File: src/rtl/pwm_capture.sv
// PWM period/high-time capture, rising edge to rising edge, with a one-entry valid/ready result register.
// Define PWM_CAPTURE_SYNC_EN to insert a 2-flop input synchroniser for asynchronous pwm_in sources.
module pwm_capture #(
    parameter int          CNT_W   = 32,
    parameter int unsigned TIMEOUT = 32'd1 << 20
) (
    input  logic             clk,
    input  logic             rst,
    input  logic             pwm_in,
    input  logic             meas_ready,
    input  logic             clr_overrun,
    output logic             meas_valid,
    output logic [CNT_W-1:0] meas_period,
    output logic [CNT_W-1:0] meas_high,
    output logic             overrun,
    output logic             timeout,
    output logic             idle_level,
    output logic [1:0]       state_dbg    // 0 = IDLE, 1 = HIGH, 2 = LOW
);

    typedef enum logic [1:0] {
        IDLE = 2'd0,
        HIGH = 2'd1,
        LOW  = 2'd2
    } state_t;

    localparam logic [CNT_W-1:0] TIMEOUT_C = CNT_W'(TIMEOUT);
    localparam logic [CNT_W-1:0] ONE_C     = CNT_W'(1);

    state_t           state;
    logic             s;
    logic             prev;
    logic [CNT_W-1:0] period_cnt;
    logic [CNT_W-1:0] high_cnt;
    logic             rise;
    logic             fall;
    logic             publish;
    logic             tmo;

`ifdef PWM_CAPTURE_SYNC_EN
    logic sync_q1;
    logic sync_q2;

    always_ff @(posedge clk) begin
        if (rst) begin
            sync_q1 <= 1'b0;
            sync_q2 <= 1'b0;
        end else begin
            sync_q1 <= pwm_in;
            sync_q2 <= sync_q1;
        end
    end

    assign s = sync_q2;
`else
    assign s = pwm_in;
`endif

    assign rise      = s & ~prev;
    assign fall      = ~s & prev;
    assign publish   = (state == LOW) & rise;
    // A rise on the TIMEOUT-th cycle still closes a valid period, so it beats the timeout.
    assign tmo       = (state != IDLE) & ~rise & (period_cnt == TIMEOUT_C);
    assign state_dbg = state;

    always_ff @(posedge clk) begin
        if (rst) begin
            state      <= IDLE;
            prev       <= 1'b0;
            period_cnt <= '0;
            high_cnt   <= '0;
            timeout    <= 1'b0;
            idle_level <= 1'b0;
        end else begin
            prev    <= s;
            timeout <= 1'b0;
            if (tmo) begin
                timeout    <= 1'b1;
                idle_level <= s;
                state      <= IDLE;
            end else begin
                case (state)
                    IDLE: begin
                        if (rise) begin
                            state      <= HIGH;
                            period_cnt <= ONE_C;
                            high_cnt   <= ONE_C;
                        end
                    end
                    HIGH: begin
                        period_cnt <= period_cnt + ONE_C;
                        if (fall) state    <= LOW;
                        else      high_cnt <= high_cnt + ONE_C;
                    end
                    LOW: begin
                        if (rise) begin
                            state      <= HIGH;
                            period_cnt <= ONE_C;
                            high_cnt   <= ONE_C;
                        end else begin
                            period_cnt <= period_cnt + ONE_C;
                        end
                    end
                    default: state <= IDLE;
                endcase
            end
        end
    end

    // Result register handshake: a transfer happens when meas_valid & meas_ready at a clock
    // edge. Data holds while valid & ~ready; a new publish always wins over the slot, and
    // replacing an unaccepted result raises the sticky overrun flag.
    always_ff @(posedge clk) begin
        if (rst) begin
            meas_valid  <= 1'b0;
            meas_period <= '0;
            meas_high   <= '0;
            overrun     <= 1'b0;
        end else begin
            if (publish) begin
                meas_valid  <= 1'b1;
                meas_period <= period_cnt;
                meas_high   <= high_cnt;
            end else if (meas_valid && meas_ready) begin
                meas_valid <= 1'b0;
            end
            if (publish && meas_valid && !meas_ready) overrun <= 1'b1;
            else if (clr_overrun)                     overrun <= 1'b0;
        end
    end

endmodule

File: config.mk
export PLATFORM = sky130hd
export DESIGN_NAME = pwm_capture
export DESIGN_NICKNAME = d
export VERILOG_FILES = /design/src/rtl/pwm_capture.sv
export SDC_FILE = /design/constraint.sdc
export NUM_CORES = 1
export LEC_CHECK = 0
export CAP_MARGIN = 20
export CORE_MARGIN = 1
export CORE_UTILIZATION = 26
export CTS_CLUSTER_SIZE = 14
export DETAILED_ROUTE_END_ITERATION = 7
export GPL_TIMING_DRIVEN = 0
export PLACE_DENSITY = 0.51
export SKIP_LAST_GASP = 1
export SYNTH_ARGS = -nofsm -noshare
export SYNTH_HDL_FRONTEND = slang
export SYNTH_SLANG_ARGS = --single-unit
File: constraint.sdc
create_clock -name clk -period 3.1 [get_ports clk]
set_input_delay 0.775 -clock clk [delete_from_list [all_inputs] [get_ports clk]]
set_output_delay 0.775 -clock clk [all_outputs]
set_load 0.005 [all_outputs]
==> metrics.txt, run 1 <==
Post-Synthesis Mean Instance Area approximately 8 um2; Max Slew Vio Count 0; Hold-fix buffers, CTS 0; initial antenna violation count 0; Synth top area share 0.433; Multi-input gate area approximately 0.0032 mm2; Rel. slew slack 0.302; Critical Path Source pwm_in; share of post-route cells with drive strength above 1 0.0723; Mapped Area 0.00625 mm2; Peak VDD IR 0.330 mV; residual DRC count 0; Setup Buffers After CTS 0; post-synthesis register bit count 135; FILL cells about 2600; register area 0.00270 mm2; Required @ worst endpoint between 3 and 4 ns; top cell family by delay on the critical path buffers and inverters; CTS Buffer Depth 2; Leakage about 2.5 nW; overflow left after global routing 0; hold path cells 2; initial DRC count 292; slowest stage cell on the critical path clkdlybuf4s50_1; WL final 19.2 mm; Tightest Pin Transition 1.04 ns; Top FF cell, synth dfxtp_1; status finished clean; ys async rst share 0; hold_sp meas_period[15]; Final #Nets 885; Syn Nets 793; Skew-Pair Late Insertion Delay 0.43 ns; pre-CTS WS -0.514 ns; Fin. Hold Viols 0; buffers and inverters on the worst path 2; Die Y 157 um; Worst-path clk slew 0.06 ns; Core ar. 0.0235 mm2; dpl hpwl around 13 mm; setup ws final 0.150 ns; die area 0.0246 mm2; DR WL/cell between 15 and 20 um; Max Cap Viol 0; number of global-route vias before repair around 5800; RSZ-0062 raised after global routing no; Starting Density 0.265; Placed Cells around 1200; min Tclk post-route approximately 3.0 ns; CTS Buf Count 17; H-tree lvl count 4; critical path arrival about 3.3 ns; vias between 5000 and 6000; post-route insts no fill ~1200; list of most frequent post-synthesis cells nand2_1 (183), dfxtp_1 (135), a21oi_1 (101); CTS tree done; Worst Hold Class flip-flop to flip-flop; row cnt 56; Gate Count Post-Synth 780; Tcrit/Tclk final 0.952; critical path type input port to flip-flop; synth unique cells 60; Worst R2R Setup Slack 0.25 ns; crit path cell chain clkdlybuf4s50_1 -> nand2b_1 -> a21o_1 -> nor2_1 -> clkbuf_1 -> nand3_1 -> o31ai_1; DIE WIDTH about 160 um; fraction of the yosys area taken by sequential cells 0.433; startpoint types input port; synth-to-layout area growth 27.6%; Synth warnings 0; f_max 339 MHz; largest cells by area after synthesis dfxtp_1 (43%), nand2_1 (11%), a21oi_1 (8.1%), a311oi_1 (3.1%), a31oi_1 (2.5%); CTS root buffer clkbuf_16; most common cell in the netlist nand2_1; largest area contributor in the netlist dfxtp_1; Power Density 502 mW/mm2; drt pass-1 iters 5; number of flops mapped to enable cells by yosys 0; clock skew 0.00785 ns; Max FO, Critical Path 10; largest net degree at the start of global routing 17; RD Place Congestion roughly 0.8; Worst R2R Start state_dbg[0]; ant diodes 0; global-route usage over all layers 0.162; I/O pins 75; # port buffers between 70 and 80; Min-Delay Endpoint meas_period[15]; first-pass GRT wire length around 31 mm; CTS sink count 135; CP endpoint kind flip-flop; Via-to-Cell Ratio 4.98; antenna-violating nets left 0; reg2reg path depth 8; reg2reg end period_cnt[19]; final setup fails 0; slowest cell delay on critical path 0.53 ns
-- through the flow --
| step | total power [mW] | TNS [ns] | hold slack, ns | cell area (um2) | utilization |
|---|---|---|---|---|---|
| after floorplan | 1.91 | 0 | 0.440 | 6250 | - |
| after global placement | 1.99 | -10.46 | 0.444 | 7380 | 0.313 |
| after detailed placement | 1.99 | -9.07 | 0.448 | 7380 | 0.313 |
| after CTS | 4.04 | 0 | 0.456 | 7970 | 0.338 |
| after global routing | 4.14 | 0 | 0.469 | 7970 | 0.339 |
| final | 4.00 | 0 | 0.452 | 7970 | 0.339 |
-- flip-flops by register name, indices dropped and copies added, names as in the netlist --
| name | count |
|---|---|
| high_cnt | 32 |
| idle_level | 1 |
| meas_high | 32 |
| meas_period | 32 |
| meas_valid | 1 |
| overrun | 1 |
| period_cnt | 32 |
| prev | 1 |
| state_dbg | 2 |
| timeout | 1 |
-- cells in the final DEF, fill, tap and decap left out, types with 4 or more instances in the layout --
cell / n
nand2_1: 183
dfxtp_1: 135
a21oi_1: 101
clkdlybuf4s50_1: 73
clkbuf_1: 37
a31oi_1: 25
nand3_1: 24
nor2_1: 22
a311oi_1: 22
clkbuf_16: 17
and3_1: 14
o21ai_0: 14
or4_1: 13
inv_1: 12
nand4_1: 12
o21ai_1: 11
or3_1: 11
nor4_1: 10
o31ai_1: 10
nor3_1: 9
and2_1: 8
ha_1: 8
buf_2: 7
nand2b_1: 7
and4_1: 7
o211ai_1: 6
a41oi_1: 6
buf_1: 6
buf_6: 5
o21a_1: 5
a211oi_1: 4
clkinvlp_4: 4
-- layer usage --
metal / GRT usage / wire, um
met4: 0.0528 / 242
met2: 0.273 / 9270
met1: 0.206 / 8920
met3: 0.0311 / 751
met5: 0 / 0
-- how the worst max path moves through the flow --
stage                     cells after the start              to
after global placement                        7   period_cnt[8]
final                                         7  period_cnt[19]
after CTS                                     7   period_cnt[8]
after global routing                          7  period_cnt[19]
after floorplan                               6  period_cnt[15]
after detailed placement                      7   period_cnt[8]
-- area by class of cell --
class | instances | share of cell area
Multi-Input combinational cell | 575 | 0.405
Timing Repair Buffer | 73 | 0.0917
Clock inverter | 11 | 0.0154
Buffer | 58 | 0.0344
Inverter | 12 | 0.00565
Sequential cell | 135 | 0.339
Tap cell | 319 | 0.0501
Clock buffer | 21 | 0.0590
-- repair_timing --
item                       in CTS  in global routing
hold endpoints to repair        0                  0
cloned                          0                  0
setup endpoints to repair       7                  5
gates resized for setup         1                  3
-- cells by family after synthesis --
logic type | after synthesis | synth area share
adders and majority gates | 8 | 0.0160
buffers and inverters | 70 | 0.0507
DFF | 135 | 0.433
and+or+nand+nor | 344 | 0.276
AOI/OAI and AO/OA | 223 | 0.225
-- power by group --
group | total (mW) | internal [mW] | switching (mW)
sequential | 1.75 | 1.74 | 0.00896
clock | 2.05 | 1.25 | 0.802
combinational | 0.201 | 0.0553 | 0.146
-- worst reg2reg max path, cell delays in order, from the launching register on --
cell      delay, ns
dfxtp_1        0.47
inv_1          0.13
ha_1           0.35
nand2_1        0.08
o21a_1         0.23
nor2_1         0.48
clkbuf_1       0.47
nand3_1        0.23
o31ai_1        0.30
(Power assumes the default switching activity.)
==> run 2: changes to the inputs <==
--- a/config.mk
+++ b/config.mk
@@ -6,13 +6,16 @@
 export NUM_CORES = 1
 export LEC_CHECK = 0
 export CAP_MARGIN = 20
+export CELL_PAD_IN_SITES_DETAIL_PLACEMENT = 1
+export CELL_PAD_IN_SITES_GLOBAL_PLACEMENT = 1
 export CORE_MARGIN = 1
 export CORE_UTILIZATION = 26
 export CTS_CLUSTER_SIZE = 14
 export DETAILED_ROUTE_END_ITERATION = 7
 export GPL_TIMING_DRIVEN = 0
-export PLACE_DENSITY = 0.51
+export PLACE_DENSITY = 0.53
 export SKIP_LAST_GASP = 1
+export SLEW_MARGIN = 20
 export SYNTH_ARGS = -nofsm -noshare
 export SYNTH_HDL_FRONTEND = slang
 export SYNTH_SLANG_ARGS = --single-unit
==> metrics.txt, run 2 (synthesis gave the netlist of run 1 again) <==
H-tree lvl count 4 (unchanged); Worst-path clk slew 0.06 ns (about the same); CTS Buf Count 17 (unchanged); buffers and inverters on the worst path 2 (unchanged); post-route insts no fill 1203 (-0.083%); pre-CTS WS -0.727 ns (-0.213 ns); Max FO, Critical Path 10 (unchanged); antenna-violating nets left 0 (unchanged); RSZ-0062 raised after global routing yes; die area 0.0246 mm2 (unchanged); initial antenna violation count 0 (unchanged); Max Cap Viol 0 (unchanged); number of global-route vias before repair 6504 (+11%); setup ws final 0.183 ns (+0.0331 ns); DIE WIDTH 157 um (unchanged); crit path cell chain clkdlybuf4s50_1 -> nand2b_1 -> a21o_1 -> nor2_2 -> clkbuf_1 -> nand3_1 -> o31ai_1; vias 6232 (+4.0%); Tightest Pin Transition 1.09 ns (+0.0493 ns); top cell family by delay on the critical path buffers and inverters; Starting Density 0.265 (unchanged); Placed Cells 1172 (unchanged); final setup fails 0 (unchanged); Final #Nets 884 (-0.11%); Die Y 157 um (unchanged); clock skew 0.00903 ns (+0.00118 ns); status finished clean; overflow left after global routing 0 (unchanged); I/O pins 75 (unchanged); most frequent cells in the layout nand2_1 (183), dfxtp_1 (135), a21oi_1 (101); first-pass GRT wire length 35.7 mm (+16%); Final Total Pwr 4.07 mW (+1.9%); WL final 22.0 mm (+14%); Via-to-Cell Ratio 5.18 (+4.0%); synth-to-layout area growth 27.9%; Peak VDD IR 0.298 mV (-9.8%); drt pass-1 iters 4 (-1); ant diodes 0 (unchanged); Tcrit/Tclk final 0.941 (-0.0107); slowest cell delay on critical path 0.56 ns (+0.03 ns); row cnt 56 (unchanged); f_max 343 MHz (+1.1%); Required @ worst endpoint 3.43 ns (about the same); critical path type input port to flip-flop; CTS root buffer clkbuf_16; CP endpoint kind flip-flop; most common cell after layout, fill and taps aside nand2_1; Hold-fix buffers, CTS 0 (unchanged); largest net degree at the start of global routing 17 (unchanged); Rel. slew slack 0.267 (-0.0343); RD Place Congestion 0.806 (-2.0%); final hold slack 0.453 ns (+0.000937 ns); CTS tree done; Fin. Hold Viols 0 (unchanged); DR WL/cell 18.3 um (+15%); share of post-route cells with drive strength above 1 0.0758 (+0.00348); TNS Setup 0 ns (unchanged); # port buffers 73 (unchanged); dpl hpwl 15.9 mm (+18%); residual DRC count 0 (unchanged); Worst Hold Class flip-flop to flip-flop; global-route usage over all layers 0.187 (+0.0259); Leakage 2.49 nW (+1.1%); min Tclk post-route 2.92 ns (-0.0331 ns); Core ar. 0.0235 mm2 (unchanged); Max Slew Vio Count 0 (unchanged); critical path arrival 3.24 ns (-0.03 ns); slowest stage cell on the critical path clkdlybuf4s50_1; Power Density 510 mW/mm2 (+1.7%); CTS Buffer Depth 2 (unchanged); CTS sink count 135 (unchanged); Skew-Pair Late Insertion Delay 0.42 ns (about the same); initial DRC count 332 (+14%); startpoint types input port
## run 2: path summary, 6_finish.rpt
kind,startpoint,end,slack [ns],cells after the start
max,pwm_in,period_cnt[23],0.18,7
min,meas_period[20],meas_period[20],0.45,2
max reg2reg,high_cnt[1],high_cnt[24],0.26,6
min reg2reg,meas_period[20],meas_period[20],0.45,2
## run 2: what timing repair did
action / CTS / global route
setup endpoints to repair: 10 / 24
pin swaps: 0 / 0
setup buffers: 0 / 0
gates resized for setup: 2 / 7
## run 2: worst reg2reg max path, delay by kind of cell (launching register included)
| kind | cells | cell delay (ns) |
|---|---|---|
| adder cells (fa/ha/maj) | 1 | 0.29 |
| flip-flops | 1 | 0.46 |
| AND/OR/NAND/NOR | 4 | 1.88 |
| AO/OA/AOI/OAI | 1 | 0.14 |
## run 2: per-layer routing
metal | vias to the layer above | GRT usage | part of all wire
met1 | 3085 | 0.227 | 0.45
met5 | - | 0 | 0
met3 | 30 | 0.0278 | 0.025
met4 | 0 | 0.0798 | 0.023
met2 | 103 | 0.329 | 0.50
li1 | 3014 | - | -
## run 2: cell type report
class                      instances  area [um2]
clock inverter                    12         150
buffer                            57         273
timing repair buffer              73         731
multi-input combinational        575        3230
clock buffer                      20         457
inverter                          12        45.0
fill                            2828       15600
sequential                       135        2700
tap                              319         399
## run 2: per-stage QoR
step	util	area (um2)
global route	0.339	7990
finish	0.339	7990
global placement	0.313	7380
floorplan	-	6250
detailed placement	0.313	7380
CTS	0.339	7980
## run 2: where the power goes
group / switching (mW) / leakage [nW] / internal [mW]
clock network: 0.806 / 0.304 / 1.31
registers: 0.0101 / 1.09 / 1.74
logic: 0.154 / 1.09 / 0.0556
total: 0.970 / 2.49 / 3.10
